<file path="config.mk">
export PLATFORM = sky130hd
export DESIGN_NAME = adc_boxcar_decimator
export DESIGN_NICKNAME = d
export VERILOG_FILES = /design/src/rtl/adc_boxcar_decimator.sv
export SDC_FILE = /design/constraint.sdc
export NUM_CORES = 1
export LEC_CHECK = 0
export BUFFER_PORTS_ARGS = -buffer_cell sky130_fd_sc_hd__buf_2
export CORE_MARGIN = 2
export CORE_UTILIZATION = 43
export DETAILED_ROUTE_END_ITERATION = 7
export PLACE_DENSITY = 0.64
export RECOVER_POWER = 50
export SYNTH_ARGS = -nofsm -noshare
export SYNTH_HDL_FRONTEND = slang
export SYNTH_SLANG_ARGS = --single-unit
</file>
<file path="constraint.sdc">
create_clock -name clk -period 8.9 [get_ports clk]
set_input_delay 1.335 -clock clk [delete_from_list [all_inputs] [get_ports clk]]
set_output_delay 1.335 -clock clk [all_outputs]
set_load 0.05 [all_outputs]
</file>
<file path="src/rtl/adc_boxcar_decimator.sv">
// Boxcar (accumulate-and-dump) decimator for the ADC capture path.
// Averages 2^k samples (k = dec_sel, clamped to MAX_LOG2) and emits one
// rounded DW-bit sample with a one-cycle strobe per completed block.
// Ports:
//   clk, rst       : clock, synchronous active-high reset
//   en             : capture enable (low = idle, partial block flushed)
//   dec_sel        : decimation exponent k
//   din, din_valid : ADC sample and its one-cycle strobe
//   dout, dout_valid : averaged sample and its one-cycle strobe
//   blk_count      : blocks emitted since en rose (wraps)
//   busy           : a block is partially accumulated
module adc_boxcar_decimator #(
    parameter int DW         = 16,
    parameter int MAX_LOG2   = 7,
    parameter int SKIP_FIRST = 1
) (
    input  logic          clk,
    input  logic          rst,
    input  logic          en,
    input  logic [2:0]    dec_sel,
    input  logic [DW-1:0] din,
    input  logic          din_valid,
    output logic [DW-1:0] dout,
    output logic          dout_valid,
    output logic [15:0]   blk_count,
    output logic          busy
);

    localparam int AW = DW + MAX_LOG2;
    localparam int CW = MAX_LOG2 + 1;
    localparam int KW = (MAX_LOG2 > 1) ? $clog2(MAX_LOG2 + 1) : 1;
    localparam int SW = (SKIP_FIRST > 0) ? $clog2(SKIP_FIRST + 1) : 1;
    localparam logic [SW-1:0] SKIP_INIT = SW'(SKIP_FIRST);

    logic [AW-1:0] acc;
    logic [CW-1:0] cnt;
    logic [KW-1:0] k_lat;
    logic [SW-1:0] skip;
    logic          en_d;

    logic          start;
    logic          rise;
    logic          done;
    logic [KW-1:0] k_sel;
    logic [KW-1:0] k_use;
    logic [CW-1:0] cnt_nxt;
    logic [AW-1:0] total;
    logic [AW:0]   rnd;
    logic [AW:0]   rounded;

    always_comb begin
        k_sel   = (int'(dec_sel) > MAX_LOG2) ? KW'(MAX_LOG2) : KW'(dec_sel);
        start   = (cnt == '0);
        rise    = en && !en_d;
        // The block length is fixed by dec_sel at the first sample only.
        k_use   = start ? k_sel : k_lat;
        cnt_nxt = cnt + 1'b1;
        total   = (start ? '0 : acc) + AW'(din);
        done    = (cnt_nxt == (CW'(1) << k_use));
        rnd     = '0;
        if (k_use != '0) begin
            rnd = (AW + 1)'(1) << (k_use - 1'b1);
        end
        // Max sum plus half-LSB stays below 2^AW, so the result fits DW.
        rounded = ({1'b0, total} + rnd) >> k_use;
    end

    always_ff @(posedge clk) begin
        if (rst) begin
            acc        <= '0;
            cnt        <= '0;
            k_lat      <= '0;
            skip       <= SKIP_INIT;
            en_d       <= 1'b0;
            dout       <= '0;
            dout_valid <= 1'b0;
            blk_count  <= '0;
            busy       <= 1'b0;
        end else begin
            en_d       <= en;
            dout_valid <= 1'b0;
            if (rise) begin
                blk_count <= '0;
            end
            if (!en) begin
                acc  <= '0;
                cnt  <= '0;
                busy <= 1'b0;
                skip <= SKIP_INIT;
            end else if (din_valid) begin
                if (skip != '0) begin
                    skip <= skip - 1'b1;
                end else begin
                    if (start) begin
                        k_lat <= k_sel;
                    end
                    if (done) begin
                        acc        <= '0;
                        cnt        <= '0;
                        busy       <= 1'b0;
                        dout       <= rounded[DW-1:0];
                        dout_valid <= 1'b1;
                        blk_count  <= rise ? 16'd1 : blk_count + 16'd1;
                    end else begin
                        acc  <= total;
                        cnt  <= cnt_nxt;
                        busy <= 1'b1;
                    end
                end
            end
        end
    end

endmodule

</file>
### Yosys cells after proc, flatten, opt, wreduce, memory -nomap -nowiden

Index checks and enable logic that the tools add are counted.

| storage, ports and cells | value |
|---|---|
| input port bits | 23 |
| register bits | 70 |

| cells by class | value |
|---|---|
| reduce and logical (&&, ||, !) cells | 9 |
| muxes and demuxes | 14 |
| eq/ne operators | 1 |
| shifts and indexed selects | 3 |
| bitwise logic cells | 3 |
| add/subtract/negate cells | 6 |

Operator list:

| kind | count |
|---|---|
| $mux W16 | 6 |
| $mux W23 | 2 |
| $add A23 B24 Y24 | 1 |
| $mux W24 | 1 |
| $shl A1 B3 Y24 const A | 1 |
| $shr A24 B3 Y16 | 1 |
| $add A23 B16 Y23 | 1 |
| $add A16 B1 Y16 const B | 1 |
| $add A8 B1 Y8 const B | 1 |
| $eq A8 B8 Y1 | 1 |
| $logic_not A8 Y1 | 1 |
| $mux W8 | 1 |
| $shl A1 B3 Y8 const A | 1 |
| $reduce_and A4 Y1 | 1 |
| $reduce_or A4 Y1 | 1 |
| $mux W1 | 3 |
| $mux W3 | 1 |
| $not A1 Y1 | 3 |
| $reduce_and A3 Y1 | 1 |
| $reduce_bool A3 Y1 | 1 |
| $sub A3 B1 Y3 const B | 1 |
| $reduce_and A2 Y1 | 1 |
| $reduce_or A2 Y1 | 1 |
| $logic_and A1 B1 Y1 | 1 |
| 2 further kinds | 2 |

### Logic depth before layout (Yosys ltp)

| logic depth | value |
|---|---|
| depth in word-level cells | 8 |
| gate-level depth with buffers | 25 |
| mapped depth without buffers | 23 |

### Least setup slack after synthesis

Ideal clock, no wire load.

| timing path | value |
|---|---|
| path kind | input-to-reg |
| start point | in dec_sel[0] |
| end point | reg dout[11] |
| path buffers | 2 |
| setup slack | 3252 ps |
| stages | 22 |
| required time | 8766 ps |
| data arrival time | 5514 ps |
| path through | nand3_1 > nand2_1 > clkbuf_1 > clkbuf_1 > nor2_1 > ha_1 > nand2b_1 > nor2_1 > ha_1 > inv_1 > fa_1 > nor2b_1 > o31a_1 > o32ai_1 > nor3_1 > nand2_1 > nor4_2 > xor2_1 > mux2_2 > mux2_2 > mux2i_1 > a211oi_1 |

| between the ends | value |
|---|---|
| word-level cells in the longest chain between the ends | 6 |
| elaborated cells between the ends (all ways) | 10 |

Ends and longest elaborated chain:

| item | line | text |
|---|---|---|
| start: declaration | 20 | `input logic [2:0] dec_sel,` |
| $mux W3 * | -- |  |
| $sub A3 B1 Y3 | 62 | `rnd = (AW + 1)'(1) << (k_use - 1'b1);` |
| $shl A1 B3 Y24 | 62 |  |
| $mux W24 | 61 | `if (k_use != '0) begin` |
| $add A23 B24 Y24 | 65 | `rounded = ({1'b0, total} + rnd) >> k_use;` |
| $shr A24 B3 Y16 | 65 |  |
| end signal: assignment | 101 | `dout <= rounded[DW-1:0];` |
| end: declaration | 23 | `output logic [DW-1:0] dout,` |

Every way passes the cells marked *; elsewhere a longest branch is shown, timed or not.
A chain may end at the register's enable or synchronous reset.

### Final worst setup path

| timing path | value |
|---|---|
| start point | reg cnt[0] |
| end point | reg blk_count[11] |

| between the ends | value |
|---|---|
| word-level cells in the longest chain between the ends | 8 |
| elaborated cells between the ends (all ways) | 9 |

Ends and longest elaborated chain:

| item | line | text |
|---|---|---|
| start: declaration | 36 | `logic [CW-1:0] cnt;` |
| start signal: assignment | 106 | `cnt <= cnt_nxt;` |
| parallel branches: the longest is 3 deep, another holds $add A8 B1 Y8 | -- |  |
| $eq A8 B8 Y1 * | 59 | `done = (cnt_nxt == (CW'(1) << k_use));` |
| $mux W16 * | 97 | `if (done) begin` |
| $mux W16 * | 91 | `if (skip != '0) begin` |
| $mux W16 * | 90 | `end else if (din_valid) begin` |
| $mux W16 * | 85 | `if (!en) begin` |
| end signal: assignment | 103 | `blk_count <= rise ? 16'd1 : blk_count + 16'd1;` |
| end: declaration | 25 | `output logic [15:0] blk_count,` |

Every way passes the cells marked *.

==> metrics.txt <==
# TYPE chip_impl_metric gauge
chip_impl_metric{name="area.growth.synth_to_final",unit="%"} 9.13
chip_impl_metric{name="tns",unit="ns"} 0
chip_impl_metric{name="synth_warnings",unit=""} 0
chip_impl_info{name="highest_metal_layer_used_by_the_detailed_router",value="met4"} 1
chip_impl_metric{name="synthesis.instances",unit=""} 786
chip_impl_metric{name="worst-path-max-fanout",unit=""} 26
chip_impl_metric{name="vias_per_cell",unit=""} 5.87
chip_impl_info{name="timing.rr.start",value="cnt[0]"} 1
chip_impl_metric{name="net_count_after_synthesis",unit=""} 840
chip_impl_metric{name="syn_area_per_cell",unit="um2"} 7.52
chip_impl_metric{name="core_region_area",unit="um2"} 13300
chip_impl_info{name="min_from",value="acc[4]"} 1
chip_impl_metric{name="post_cts_hold_buffer_count",unit=""} 0
chip_impl_metric{name="drt_first_pass_iters",unit=""} 5
chip_impl_metric{name="worst_clock_skew_on_the_final_layout",unit="ns"} 0.0119
chip_impl_metric{name="nNetsFinal",unit=""} 865
chip_impl_info{name="grt_setup_unrepaired",value="false"} 1
chip_impl_metric{name="post_cts_setup_repair_buffer_count",unit=""} 0
chip_impl_metric{name="rows",unit=""} 42
chip_impl_metric{name="numPortBuffers",unit=""} 56
chip_impl_metric{name="h_tree_depth",unit=""} 3
chip_impl_metric{name="fin_worst_hold_slack",unit="ns"} 0.448
chip_impl_info{name="status",value="finished with violations"} 1
chip_impl_metric{name="timing.final.setup_violations",unit=""} 0
chip_impl_metric{name="fin_area",unit="um2"} 6450
chip_impl_metric{name="cts.clk_slew.worst_paths",unit="ns"} 0.07
chip_impl_metric{name="worst-r2r-cell-count",unit=""} 15
chip_impl_metric{name="timing.max_slew.rel_slack",unit="%"} -12.4
chip_impl_metric{name="grt.overflow.total",unit=""} 0
chip_impl_metric{name="initial_util",unit="%"} 44.3
chip_impl_metric{name="worstSkewPairLatency",unit="ns"} 0.35
chip_impl_metric{name="min_path_cells",unit=""} 2
chip_impl_metric{name="detail_route.wl_per_cell",unit="um"} 16.1
chip_impl_metric{name="ys_seq_area_share",unit="%"} 23.7
chip_impl_metric{name="vdd_drop_max",unit="V"} 0.0000757
chip_impl_metric{name="detail_route.wirelength.met1",unit="um"} 7710
chip_impl_metric{name="diode_count",unit=""} 0
chip_impl_metric{name="max_freq",unit="MHz"} 137
chip_impl_metric{name="postLayoutCoreUtil",unit="%"} 48.3
chip_impl_metric{name="yosys.area.top_type_share",unit="%"} 23.7
chip_impl_metric{name="worst-slew-pin-transition",unit="ns"} 1.69
chip_impl_metric{name="detail_route.wirelength",unit="um"} 15900
chip_impl_metric{name="synth_area",unit="um2"} 5910
chip_impl_info{name="synth_area_leaders",value="sky130_fd_sc_hd__dfxtp_1 24%, sky130_fd_sc_hd__ha_1 6.1%, sky130_fd_sc_hd__a21oi_1 5.9%, sky130_fd_sc_hd__nand2_1 4.9%, sky130_fd_sc_hd__nor2_1 4.7%"} 1
chip_impl_metric{name="final-hold-violation-count",unit=""} 0
chip_impl_metric{name="critical_path_required",unit="ns"} 9.17
chip_impl_metric{name="multi_input_area",unit="um2"} 4200
chip_impl_metric{name="grt_first_pass_wirelength",unit="um"} 26400
chip_impl_metric{name="design.die.area",unit="um2"} 14700
chip_impl_info{name="synth.largest_area_cell",value="sky130_fd_sc_hd__dfxtp_1"} 1
chip_impl_metric{name="crit_arrival",unit="ns"} 7.58
chip_impl_info{name="cts_tree",value="yes"} 1
chip_impl_metric{name="routed-via-count",unit=""} 5820
chip_impl_metric{name="tritoncts_num_sinks",unit=""} 70
chip_impl_metric{name="grt_max_degree",unit=""} 38
chip_impl_metric{name="remaining_drc_errors",unit=""} 0
chip_impl_metric{name="grt_pass1_vias",unit=""} 5376
chip_impl_metric{name="period_share",unit="%"} 82.2
chip_impl_metric{name="final_slew_violations",unit=""} 35
chip_impl_metric{name="timing.final.crit_period",unit="ns"} 7.31
chip_impl_info{name="critical_path.endpoint_type",value="register"} 1
chip_impl_info{name="min_path_type",value="reg2reg"} 1
chip_impl_metric{name="layout-drive-gt1-share",unit="%"} 8.33
chip_impl_info{name="critical_path.startpoint_type",value="register"} 1
chip_impl_metric{name="die_h",unit="um"} 121
chip_impl_metric{name="power_per_cell_area",unit="nW/um2"} 127
chip_impl_metric{name="max_cap_violations",unit=""} 2
chip_impl_metric{name="design.portCount",unit=""} 57
chip_impl_metric{name="placement.cell_area",unit="um2"} 6240
chip_impl_metric{name="p_leak",unit="nW"} 2.44
chip_impl_info{name="timing.setup.critical_path_class",value="reg2reg"} 1
chip_impl_metric{name="grt_use_total",unit="%"} 22.2
chip_impl_info{name="ys.flop_type",value="sky130_fd_sc_hd__dfxtp_1"} 1
chip_impl_metric{name="antenna_found_initial",unit=""} 0
chip_impl_info{name="cts_root_buffer",value="sky130_fd_sc_hd__clkbuf_16"} 1
chip_impl_metric{name="postCtsResizedCells",unit=""} 0
chip_impl_metric{name="dpl_hpwl",unit="um"} 11700
chip_impl_metric{name="dieWidth",unit="um"} 121
chip_impl_metric{name="cts_max_path_buffers",unit=""} 2
chip_impl_metric{name="cts_made_buffers",unit=""} 9
chip_impl_info{name="violations",value="max-capacitance violations, max-slew violations"} 1
chip_impl_metric{name="place.gp.congestion",unit=""} 0.926
chip_impl_metric{name="met2WireLength",unit="um"} 7130
chip_impl_metric{name="synth_edf_count",unit=""} 0
chip_impl_info{name="origin_of_the_worst_setup_path",value="cnt[0]"} 1
chip_impl_metric{name="fill_cells",unit=""} 1363
chip_impl_metric{name="wl_met3",unit="um"} 773
chip_impl_metric{name="netlist-cell-type-count",unit=""} 84
chip_impl_metric{name="dr.first_iter.drc_count",unit=""} 386
chip_impl_metric{name="async_reset_ff_share",unit="%"} 0
chip_impl_metric{name="ff_latch_area",unit="um2"} 1400
chip_impl_metric{name="route.antenna.remaining_nets",unit=""} 0
chip_impl_metric{name="regToRegSetupSlack",unit="ns"} 1.59
chip_impl_metric{name="ys_seq_elements",unit=""} 70
[per-stage QoR]
| stage | instances | total power, mW | worst slack (ns) |
|---|---|---|---|
| floorplan | 786 | 0.420 | 3.25 |
| global placement | 976 | 0.448 | 2.87 |
| detailed placement | 976 | 0.449 | 2.64 |
| CTS | 992 | 0.829 | 2.67 |
| global route | 992 | 0.856 | 1.03 |
| finish | 992 | 0.821 | 1.59 |
[path summary, 6_finish.rpt]
check | endpoint
setup / recovery | blk_count[11]
hold / removal | acc[4]
setup reg to reg | blk_count[11]
hold reg to reg | acc[4]
[cells in the mapped netlist (7+ instances only)]
| cell type | instances |
|---|---|
| sky130_fd_sc_hd__nand4_1 | 9 |
| sky130_fd_sc_hd__or3_1 | 18 |
| sky130_fd_sc_hd__mux2i_1 | 13 |
| sky130_fd_sc_hd__o21a_1 | 7 |
| sky130_fd_sc_hd__ha_1 | 29 |
| sky130_fd_sc_hd__xor2_1 | 23 |
| sky130_fd_sc_hd__nor3_1 | 24 |
| sky130_fd_sc_hd__a21o_1 | 10 |
| sky130_fd_sc_hd__o211ai_1 | 13 |
| sky130_fd_sc_hd__o21ai_0 | 32 |
| sky130_fd_sc_hd__nand3_1 | 55 |
| sky130_fd_sc_hd__inv_1 | 13 |
| sky130_fd_sc_hd__o21ai_1 | 10 |
| sky130_fd_sc_hd__nand2_1 | 77 |
| sky130_fd_sc_hd__a211oi_1 | 13 |
| sky130_fd_sc_hd__and2_1 | 27 |
| sky130_fd_sc_hd__buf_2 | 13 |
| sky130_fd_sc_hd__nor2_1 | 74 |
| sky130_fd_sc_hd__dfxtp_1 | 70 |
| sky130_fd_sc_hd__and3_1 | 14 |
| sky130_fd_sc_hd__a21oi_1 | 70 |
| sky130_fd_sc_hd__xnor2_1 | 24 |
| sky130_fd_sc_hd__clkbuf_1 | 28 |
| sky130_fd_sc_hd__a22oi_1 | 7 |
[worst max-delay path, stage by stage, from the launching register on]
cell and delay, ns:
sky130_fd_sc_hd__dfxtp_1 0.39, sky130_fd_sc_hd__inv_1 0.09, sky130_fd_sc_hd__ha_1 0.15, sky130_fd_sc_hd__or4b_1 0.48
sky130_fd_sc_hd__nor2_1 0.61, sky130_fd_sc_hd__mux2i_1 1.27, sky130_fd_sc_hd__clkinvlp_2 1.21, sky130_fd_sc_hd__ha_1 0.53
sky130_fd_sc_hd__xor2_1 0.15, sky130_fd_sc_hd__nand2_1 0.09, sky130_fd_sc_hd__a221oi_1 0.21, sky130_fd_sc_hd__nor3b_1 0.37
sky130_fd_sc_hd__and3_1 0.89, sky130_fd_sc_hd__nand4_4 0.24, sky130_fd_sc_hd__or3_1 0.37, sky130_fd_sc_hd__a21oi_1 0.16
[where the power goes]
group,switching [mW],internal [mW]
sequential,0.000951,0.315
combinational,0.0831,0.0442
clock,0.156,0.221
total,0.240,0.580
[metal layers]
layer	vias to the layer above	track usage, %
met5	-	0
met4	0	7.40
met3	27	3.67
met2	168	36.0
met1	2696	30.0
li1	2929	-
[kinds of logic (layout without fill, tap and decap cells)]
group           after synthesis  after routing  share of synthesized area [%]
simple gates                339            339                           30.1
compound gates              218            218                           24.2
flops                        70             70                           23.7
buf+inv                      61             91                           4.49
xor+xnor                     47             47                           6.97
fa+ha+maj                    31             31                           6.82
mux                          20             20                           3.73
[sequential cells by signal, summed over array words and instances, names as in the netlist]
name,cells
acc,23
blk_count,16
dout,16
cnt,8
k_lat,3
busy,1
dout_valid,1
en_d,1
skip,1
[cells in the final DEF (no fill, tap or decap), types with 4 or more instances in the layout]
master                      synthesis  final
sky130_fd_sc_hd__a211oi_1          13     13
sky130_fd_sc_hd__a21o_1            10     10
sky130_fd_sc_hd__a21oi_1           70     70
sky130_fd_sc_hd__a22oi_1            7      7
sky130_fd_sc_hd__a31oi_1            5      5
sky130_fd_sc_hd__and2_1            27     26
sky130_fd_sc_hd__and3_1            14     14
sky130_fd_sc_hd__buf_2             13     20
sky130_fd_sc_hd__clkbuf_1          28     38
sky130_fd_sc_hd__clkbuf_16          0      9
sky130_fd_sc_hd__dfxtp_1           70     70
sky130_fd_sc_hd__ha_1              29     29
sky130_fd_sc_hd__inv_1             13     13
sky130_fd_sc_hd__mux2_2             6      6
sky130_fd_sc_hd__mux2i_1           13     14
sky130_fd_sc_hd__nand2_1           77     77
sky130_fd_sc_hd__nand2b_1           6      6
sky130_fd_sc_hd__nand3_1           55     55
sky130_fd_sc_hd__nand3b_1           4      4
sky130_fd_sc_hd__nand4_1            9      9
sky130_fd_sc_hd__nor2_1            74     75
sky130_fd_sc_hd__nor3_1            24     24
sky130_fd_sc_hd__nor4_1             6      6
sky130_fd_sc_hd__o211a_1            4      4
sky130_fd_sc_hd__o211ai_1          13     13
sky130_fd_sc_hd__o21a_1             7      7
sky130_fd_sc_hd__o21ai_0           32     32
sky130_fd_sc_hd__o21ai_1           10     10
sky130_fd_sc_hd__o22ai_1            4      4
sky130_fd_sc_hd__o31a_1             4      4
sky130_fd_sc_hd__or3_1             18     18
sky130_fd_sc_hd__xnor2_1           24     24
sky130_fd_sc_hd__xor2_1            23     23
[cell type report]
cell class                 instances  share of cell area [%]
sequential                        70                    21.7
clock inverter                     7                    1.26
multi-input combinational        655                    65.2
tap                              176                    3.41
clock buffer                       9                    3.49
timing repair buffer              61                    4.11
inverter                          14                   0.834
Power figures use the tool's default switching activity.
